$ cat config.mk
export PLATFORM = sky130hd
export DESIGN_NAME = load_store_unit
export DESIGN_NICKNAME = d
export VERILOG_FILES = /design/src/rtl/load_store_unit.sv
export SDC_FILE = /design/constraint.sdc
export NUM_CORES = 1
export LEC_CHECK = 0
export CORE_ASPECT_RATIO = 1.5
export CORE_MARGIN = 3
export CORE_UTILIZATION = 47
export DETAILED_ROUTE_END_ITERATION = 16
export GPL_TIMING_DRIVEN = 0
export PLACE_DENSITY = 0.91
export SETUP_SLACK_MARGIN = 0.02
export SLEW_MARGIN = 20
export SYNTH_ARGS = -nofsm -noshare
export SYNTH_HDL_FRONTEND = slang
export SYNTH_SLANG_ARGS = --single-unit
$ cat constraint.sdc
create_clock -name clk -period 2.4 [get_ports clk]
set_input_delay 0.24 -clock clk [delete_from_list [all_inputs] [get_ports clk]]
set_output_delay 0.24 -clock clk [all_outputs]
set_load 0.01 [all_outputs]
$ cat src/rtl/load_store_unit.sv
// Load/store master for a word-addressed data memory; sub-word stores use read-modify-write.
// Optional macro ACCESS_TIMEOUT_EN faults any memory wait longer than TIMEOUT_CYCLES.
module load_store_unit #(
   parameter int TIMEOUT_CYCLES = 64
) (
   input  logic        clk,
   input  logic        reset,
   input  logic        req_valid,
   output logic        req_ready,
   input  logic        req_write,
   input  logic [1:0]  req_size,
   input  logic        req_signed,
   input  logic [31:0] req_addr,
   input  logic [31:0] req_wdata,
   output logic        resp_valid,
   output logic [31:0] resp_rdata,
   output logic        resp_fault,
   output logic [31:0] mem_in_addr,
   output logic [31:0] mem_in_data,
   output logic        mem_in_valid,
   input  logic        mem_in_ready,
   output logic [31:0] mem_out_addr,
   output logic        mem_out_valid,
   input  logic        mem_out_ready,
   input  logic [31:0] mem_out_data,
   input  logic        mem_addr_error
);

   typedef enum logic [2:0] {IDLE, READ, MERGE, WRITE, RESP} state_t;

   state_t      state;
   logic        write_q;
   logic [1:0]  size_q;
   logic        signed_q;
   logic [1:0]  ofs_q;
   logic [15:0] wdata_q;
   logic [31:0] word_q;
   logic        misaligned;

   if (TIMEOUT_CYCLES < 1) begin : g_bad_timeout
      $error("TIMEOUT_CYCLES must be at least 1");
   end

`ifdef ACCESS_TIMEOUT_EN
   logic [31:0] wait_cnt;
`endif

   assign misaligned = (req_size == 2'd3) ||
                       (req_size == 2'd1 && req_addr[0]) ||
                       (req_size == 2'd2 && req_addr[1:0] != 2'b00);

   function automatic logic [31:0] extract(input logic [31:0] word, input logic [1:0] size,
                                           input logic [1:0] ofs, input logic sgn);
      logic [7:0]  b;
      logic [15:0] h;
      b = word[{ofs, 3'b000} +: 8];
      h = word[{ofs[1], 4'b0000} +: 16];
      case (size)
         2'd0:    return {{24{sgn & b[7]}}, b};
         2'd1:    return {{16{sgn & h[15]}}, h};
         default: return word;
      endcase
   endfunction

   // Only the addressed lane(s) change; the rest of the word is what memory returned.
   function automatic logic [31:0] merge(input logic [31:0] word, input logic [1:0] size,
                                         input logic [1:0] ofs, input logic [15:0] wd);
      logic [31:0] r;
      r = word;
      if (size == 2'd0) r[{ofs, 3'b000} +: 8] = wd[7:0];
      else              r[{ofs[1], 4'b0000} +: 16] = wd;
      return r;
   endfunction

   always_ff @(posedge clk) begin
      if (reset) begin
         state         <= IDLE;
         req_ready     <= 1'b1;
         resp_valid    <= 1'b0;
         resp_rdata    <= '0;
         resp_fault    <= 1'b0;
         mem_in_addr   <= '0;
         mem_in_data   <= '0;
         mem_in_valid  <= 1'b0;
         mem_out_addr  <= '0;
         mem_out_valid <= 1'b0;
         write_q       <= 1'b0;
         size_q        <= '0;
         signed_q      <= 1'b0;
         ofs_q         <= '0;
         wdata_q       <= '0;
         word_q        <= '0;
`ifdef ACCESS_TIMEOUT_EN
         wait_cnt      <= '0;
`endif
      end else begin
         case (state)
            IDLE: if (req_valid) begin
               req_ready <= 1'b0;
               write_q   <= req_write;
               size_q    <= req_size;
               signed_q  <= req_signed;
               ofs_q     <= req_addr[1:0];
               wdata_q   <= req_wdata[15:0];
`ifdef ACCESS_TIMEOUT_EN
               wait_cnt  <= '0;
`endif
               if (misaligned) begin
                  resp_valid <= 1'b1;
                  resp_fault <= 1'b1;
                  resp_rdata <= '0;
                  state      <= RESP;
               end else begin
                  mem_in_addr  <= {req_addr[31:2], 2'b00};
                  mem_out_addr <= {req_addr[31:2], 2'b00};
                  if (req_write && req_size == 2'd2) begin
                     mem_in_data  <= req_wdata;
                     mem_in_valid <= 1'b1;
                     state        <= WRITE;
                  end else begin
                     mem_out_valid <= 1'b1;
                     state         <= READ;
                  end
               end
            end
            READ: if (mem_out_ready) begin
               mem_out_valid <= 1'b0;
               if (mem_addr_error) begin
                  resp_valid <= 1'b1;
                  resp_fault <= 1'b1;
                  resp_rdata <= '0;
                  state      <= RESP;
               end else if (!write_q) begin
                  resp_valid <= 1'b1;
                  resp_rdata <= extract(mem_out_data, size_q, ofs_q, signed_q);
                  state      <= RESP;
               end else begin
                  word_q <= mem_out_data;
                  state  <= MERGE;
               end
            end
`ifdef ACCESS_TIMEOUT_EN
            else if (wait_cnt == 32'(TIMEOUT_CYCLES - 1)) begin
               mem_out_valid <= 1'b0;
               resp_valid    <= 1'b1;
               resp_fault    <= 1'b1;
               resp_rdata    <= '0;
               state         <= RESP;
            end else wait_cnt <= wait_cnt + 32'd1;
`endif
            MERGE: begin
               mem_in_data  <= merge(word_q, size_q, ofs_q, wdata_q);
               mem_in_valid <= 1'b1;
`ifdef ACCESS_TIMEOUT_EN
               wait_cnt     <= '0;
`endif
               state        <= WRITE;
            end
            WRITE: if (mem_in_ready) begin
               mem_in_valid <= 1'b0;
               resp_valid   <= 1'b1;
               resp_fault   <= mem_addr_error;
               resp_rdata   <= '0;
               state        <= RESP;
            end
`ifdef ACCESS_TIMEOUT_EN
            else if (wait_cnt == 32'(TIMEOUT_CYCLES - 1)) begin
               mem_in_valid <= 1'b0;
               resp_valid   <= 1'b1;
               resp_fault   <= 1'b1;
               resp_rdata   <= '0;
               state        <= RESP;
            end else wait_cnt <= wait_cnt + 32'd1;
`endif
            RESP: begin
               resp_valid <= 1'b0;
               resp_fault <= 1'b0;
               resp_rdata <= '0;
               req_ready  <= 1'b1;
               state      <= IDLE;
            end
            default: state <= IDLE;
         endcase
      end
   end

endmodule

======== Word level (Yosys, flattened, before mapping) ========
Cells that the tools add are included.
storage, ports and cells
  flip-flop bits (word level) ............. 156
  logic and storage cells ................. 113
  output and inout bits ................... 133
operators by class
  shift operators ......................... 6
  reduce and logical (&&, ||, !) cells .... 23
  eq/ne operators ......................... 17
  muxes and demuxes ....................... 46
  $add $sub $neg .......................... 2
  bitwise gates (word level) .............. 4
operator list
  operator                                                                 number
  32-bit two-way mux                                                       10
  32-bit case mux with 2 select lines                                      2
  32-bit case mux with 4 select lines                                      1
  32-bit bitwise mux                                                       2
  16-bit by 7-bit variable shift with 32-bit output, first input constant  1
  8-bit by 7-bit variable shift with 32-bit output, first input constant   1
  16-bit by 7-bit indexed part select with 32-bit output                   1
  32-bit by 6-bit indexed part select with 16-bit output                   1
  32-bit by 6-bit indexed part select with 8-bit output                    1
  8-bit by 7-bit indexed part select with 32-bit output                    1
  1-bit two-way mux                                                        18
  3-bit two-way mux                                                        6
  2-bit inequality test, second input constant                             8
  5-bit negator with 7-bit output                                          2
  3-bit case mux with 4 select lines                                       1
  6-bit AND reduction                                                      2
  5-bit AND reduction                                                      2
  1-bit case mux with 4 select lines                                       2
  4-bit AND reduction                                                      2
  2-bit nonzero test                                                       4
  3-bit by 2-bit equality test with 1-bit output, second input constant    2
  3-bit AND reduction                                                      2
  2-bit by 1-bit equality test with 1-bit output, second input constant    2
  2-bit equality test, second input constant                               2
  15 further kinds                                                         22

======== Logic depth before layout (Yosys ltp) ========
  depth after elaboration ................. 7
  mapped depth ............................ 10

======== Least setup slack after synthesis ========
OpenSTA, ideal clock, no wires.
  kind .................................... register to register
  from .................................... register ofs_q[0]
  to ...................................... register mem_in_data[24]
  slack ................................... 0.155 ns
  data arrival time ....................... 2.175 ns
  data required time ...................... 2.330 ns
  clock period less this slack ............ 2.245 ns
  cell stages (with the launch flop) ...... 11
  buffers on the path ..................... 4
  cell sequence ........................... dfxtp_1 -> buf_4 -> clkbuf_1 -> inv_1 -> ha_1 -> or3b_1 -> buf_2 -> buf_6 -> o311ai_1 -> nand3_1 -> a21oi_1
between the ends
  word-level cells in the longest chain between the ends .. 5
RTL lines
  element                                                                                                                           RTL line  RTL
  start, declared                                                                                                                   35        logic [1:0] ofs_q;
  start signal, assigned                                                                                                            103       ofs_q <= req_addr[1:0];
  5-bit negator with 7-bit output (*)                                                                                               70        if (size == 2'd0) r[{ofs, 3'b000} +: 8] = wd[7:0];
  8-bit by 7-bit indexed part select with 32-bit output / 8-bit by 7-bit variable shift with 32-bit output (equally long branches)  70
  32-bit bitwise mux (*)                                                                                                            70
  32-bit two-way mux (*)                                                                                                            70
  32-bit case mux with 2 select lines (*)                                                                                           97        case (state)
  end signal, assigned                                                                                                              117       mem_in_data <= req_wdata;
  end signal, assigned                                                                                                              152       mem_in_data <= merge(word_q, size_q, ofs_q, wdata_q);
  end, declared                                                                                                                     19        output logic [31:0] mem_in_data,
Every way passes the cells marked *; elsewhere a longest branch is shown, timed or not.
A chain may end at the register's enable or synchronous reset.

======== Worst setup path in the final report ========
Same ends and word-level chain as after synthesis.

==> metrics.txt <==
CTS H-tree lvls=4; initial antenna violation count=0; fin crit share=96.6%; GRT Total Usage=between 30% and 40%; Critical Path RT=2.76 ns; residual DRC count=0; Setup-failing EPs final=0; fmax=around 430 MHz; MaxCap Viol Count=0; flops & latches, synth=about 160; critical path class=flop to flop; ANT nets after route=0; most frequent cells in the layout=232 x clkdlybuf4s50_1, 210 x nand2_1, 163 x a21oi_1, 155 x dfxtp_1, 44 x clkbuf_1; DR iter-0 viols=roughly 630; worst setup margin=about 0.081 ns; peak supply drop=~0.38 mV; Post-synth EDFFs=0; internal power=approximately 5200 uW; Hold Fails Final Rpt=0; PnR Total Power=roughly 7300 uW; Num CTS Buffers=17; top cell type's share of synthesized area=between 40% and 50%; worst-path fanout max=10; mean area per synthesized cell=8.05 um^2; Layout Skew=roughly 0.011 ns; row cnt=56; number of I/O pins=approximately 240; largest net degree at the start of global routing=17; Multi-input gate area=between 0.003 and 0.004 mm^2; pwr dens=669 mW/mm^2; total gr overflow=0; setup TNS=0 ns; layout cells sized above 1=under 10%; asr flop ratio synth=0%; DIE WIDTH=approximately 110 um; top cells by area, synth=dfxtp_1 41%, a21oi_1 11%, nand2_1 10%; switching power total=2090 uW; pre-CTS setup slack=-0.548 ns; Placeable Area=around 0.016 mm^2; Mapped Cells=roughly 950; status=finished, final reports clean; Routed WL per cell=slightly below 20 um; Final GP Congestion=about 0.97; dpl cell area=around 0.010 mm^2; Max transition margin=about half; Die ar.=between 0.015 and 0.02 mm^2; CTS tree=built; Area Overhead vs Synth=43.3%; fill count=~1,300; Pins Over Slew Limit=0; post-layout min period=approximately 2.3 ns; largest area contributor in the netlist=dfxtp_1; sequential fraction of the synthesis area=between 40% and 50%; vias per std cell=around 5.8; Critical Path Source Type=flop; fin nets=1,320; power share of the sequential group=between 30% and 40%; detailed-route via count=~8,200; Unique masters post-synth=60; FF/Latch Area=approximately 0.0031 mm^2; Max clock buf depth=2; antenna cells=0; CTS root buffer=clkbuf_16; Main synth FF type=dfxtp_1; DRT Pass-1 Iters=7; post-layout instance area=0.0110 mm^2; Clk network pwr share=approximately 40%; Net Sw Frac=approximately 29%; leakage power=between 0.003 and 0.004 uW; yosys warns=0; Die Ht=162 um; clk sinks=roughly 160; CP Capture Type=flop; type of the most critical hold path=primary input to flop; Initial Util=slightly below 50%; Worst-Skew Late Latency=0.43 ns; first-pass GRT wire length=42,500 um; area of the mapped netlist=around 0.0077 mm^2; Reg clk slew, reported paths=roughly 0.06 ns; commonest non-fill, non-tap cell in the layout=clkdlybuf4s50_1; combinational share of power=around 22%; Detailed Route WL=~28,000 um; hold buffers post-CTS=0; DP Wirelength=around 21,000 um; vias in the first global route=8,029; CP arrival=between 2 and 3 ns; Buffers on Ports=232; Slew @ Worst Pin=between 0.7 and 0.8 ns
## worst paths after layout
check,start,slack [ns],end,cells past startpoint
min,req_valid,0.26,mem_in_valid$_SDFFE_PP0P_,3
min reg2reg,req_ready$_SDFFE_PP1P_,0.46,req_ready$_SDFFE_PP1P_,1
max,ofs_q[0]$_SDFFE_PP0P_,0.08,mem_in_data[24]$_SDFFE_PP0P_,10
max reg2reg,ofs_q[0]$_SDFFE_PP0P_,0.08,mem_in_data[24]$_SDFFE_PP0P_,10
## flip-flops by register name (all words and copies together) (netlist names), 2 cells and up
name and count:
mem_in_data 32, wdata_q 16, size_q 2, state 3, mem_out_addr 30, ofs_q 2, word_q 32, resp_rdata 32
## logic make-up after synthesis
family / count (synthesis) / share of synthesized area [%]
simple gates: 319 / 19.5
flops: 156 / 40.8
other cells: 1 / 0.0490
mux: 41 / 5.37
compound gates: 308 / 25.0
buf+inv: 122 / 8.44
fa+ha+maj: 5 / 0.817
## power groups by stage
stage / logic (uW) / registers (uW) / clock network [uW]
after floorplan: 813 / 2880 / 0
after global placement: 1500 / 2870 / 0
after detailed placement: 1530 / 2880 / 0
after CTS: 1550 / 2820 / 2940
after global routing: 1700 / 2840 / 3050
final: 1580 / 2830 / 2930
## cells in the mapped netlist, drive strengths merged, types with 2 or more instances
master and number:
a21boi 3, a21o 4, a21oi 165, a22o 7
a22oi 8, a31oi 5, a32o 2, and3 2
buf 63, clkbuf 45, dfxtp 156, ha 5
inv 14, mux2i 40, nand2 210, nand2b 29
nand3 26, nand4bb 2, nor2 9, nor2b 19
nor3 2, nor4b 2, o211a 2, o211ai 2
o21ai 36, o22ai 17, o2bb2ai 24, o311ai 24
or2 4, or3 7, or3b 2
## final cells by class
class	instances	area share, %
well taps	203	2.31
flip-flops and latches	156	28.5
repair buffers	235	21.4
multi-input cells	677	35.9
clock buffers	19	4.13
clock inverters	12	1.69
inverters	14	0.513
plain buffers	108	5.65
## worst max-delay path: stages (launching register included)
cell and delay (ns):
dfxtp_2 0.36, buf_6 0.11, clkbuf_8 0.16, inv_1 0.09, ha_2 0.21, or3b_1 0.42, buf_6 0.16, buf_6 0.14
o311ai_2 0.26, nand3_1 0.18, a21oi_1 0.17
## layer usage
metal  share of wire, %  track usage (%)  wire length (um)  up-vias
met5                  0                0                 0        -
met4                5.6             16.9              1560        0
met3                7.9             6.11              2200       94
met2                 51             55.1             14300      454
met1                 36             33.0              9960     3825
li1                   -                -                 -     3831
## stage by stage
stage	cells	hold slack (ns)	utilization [%]
6_report	1424	0.257	69.3
5_1_grt	1424	0.290	69.3
4_1_cts	1422	0.245	69.0
3_5_place_dp	1390	0.445	64.7
3_3_place_gp	1390	0.439	64.7
2_1_floorplan	955	0.376	-
## repair_timing
| action | CTS | global route |
|---|---|---|
| resized for setup | 11 | 10 |
| endpoints found under the setup margin | 32 | 21 |
| gates cloned | 0 | 0 |
| setup buffers | 1 | 2 |
| pin swaps | 2 | 5 |
Power figures use the tool's default switching activity.
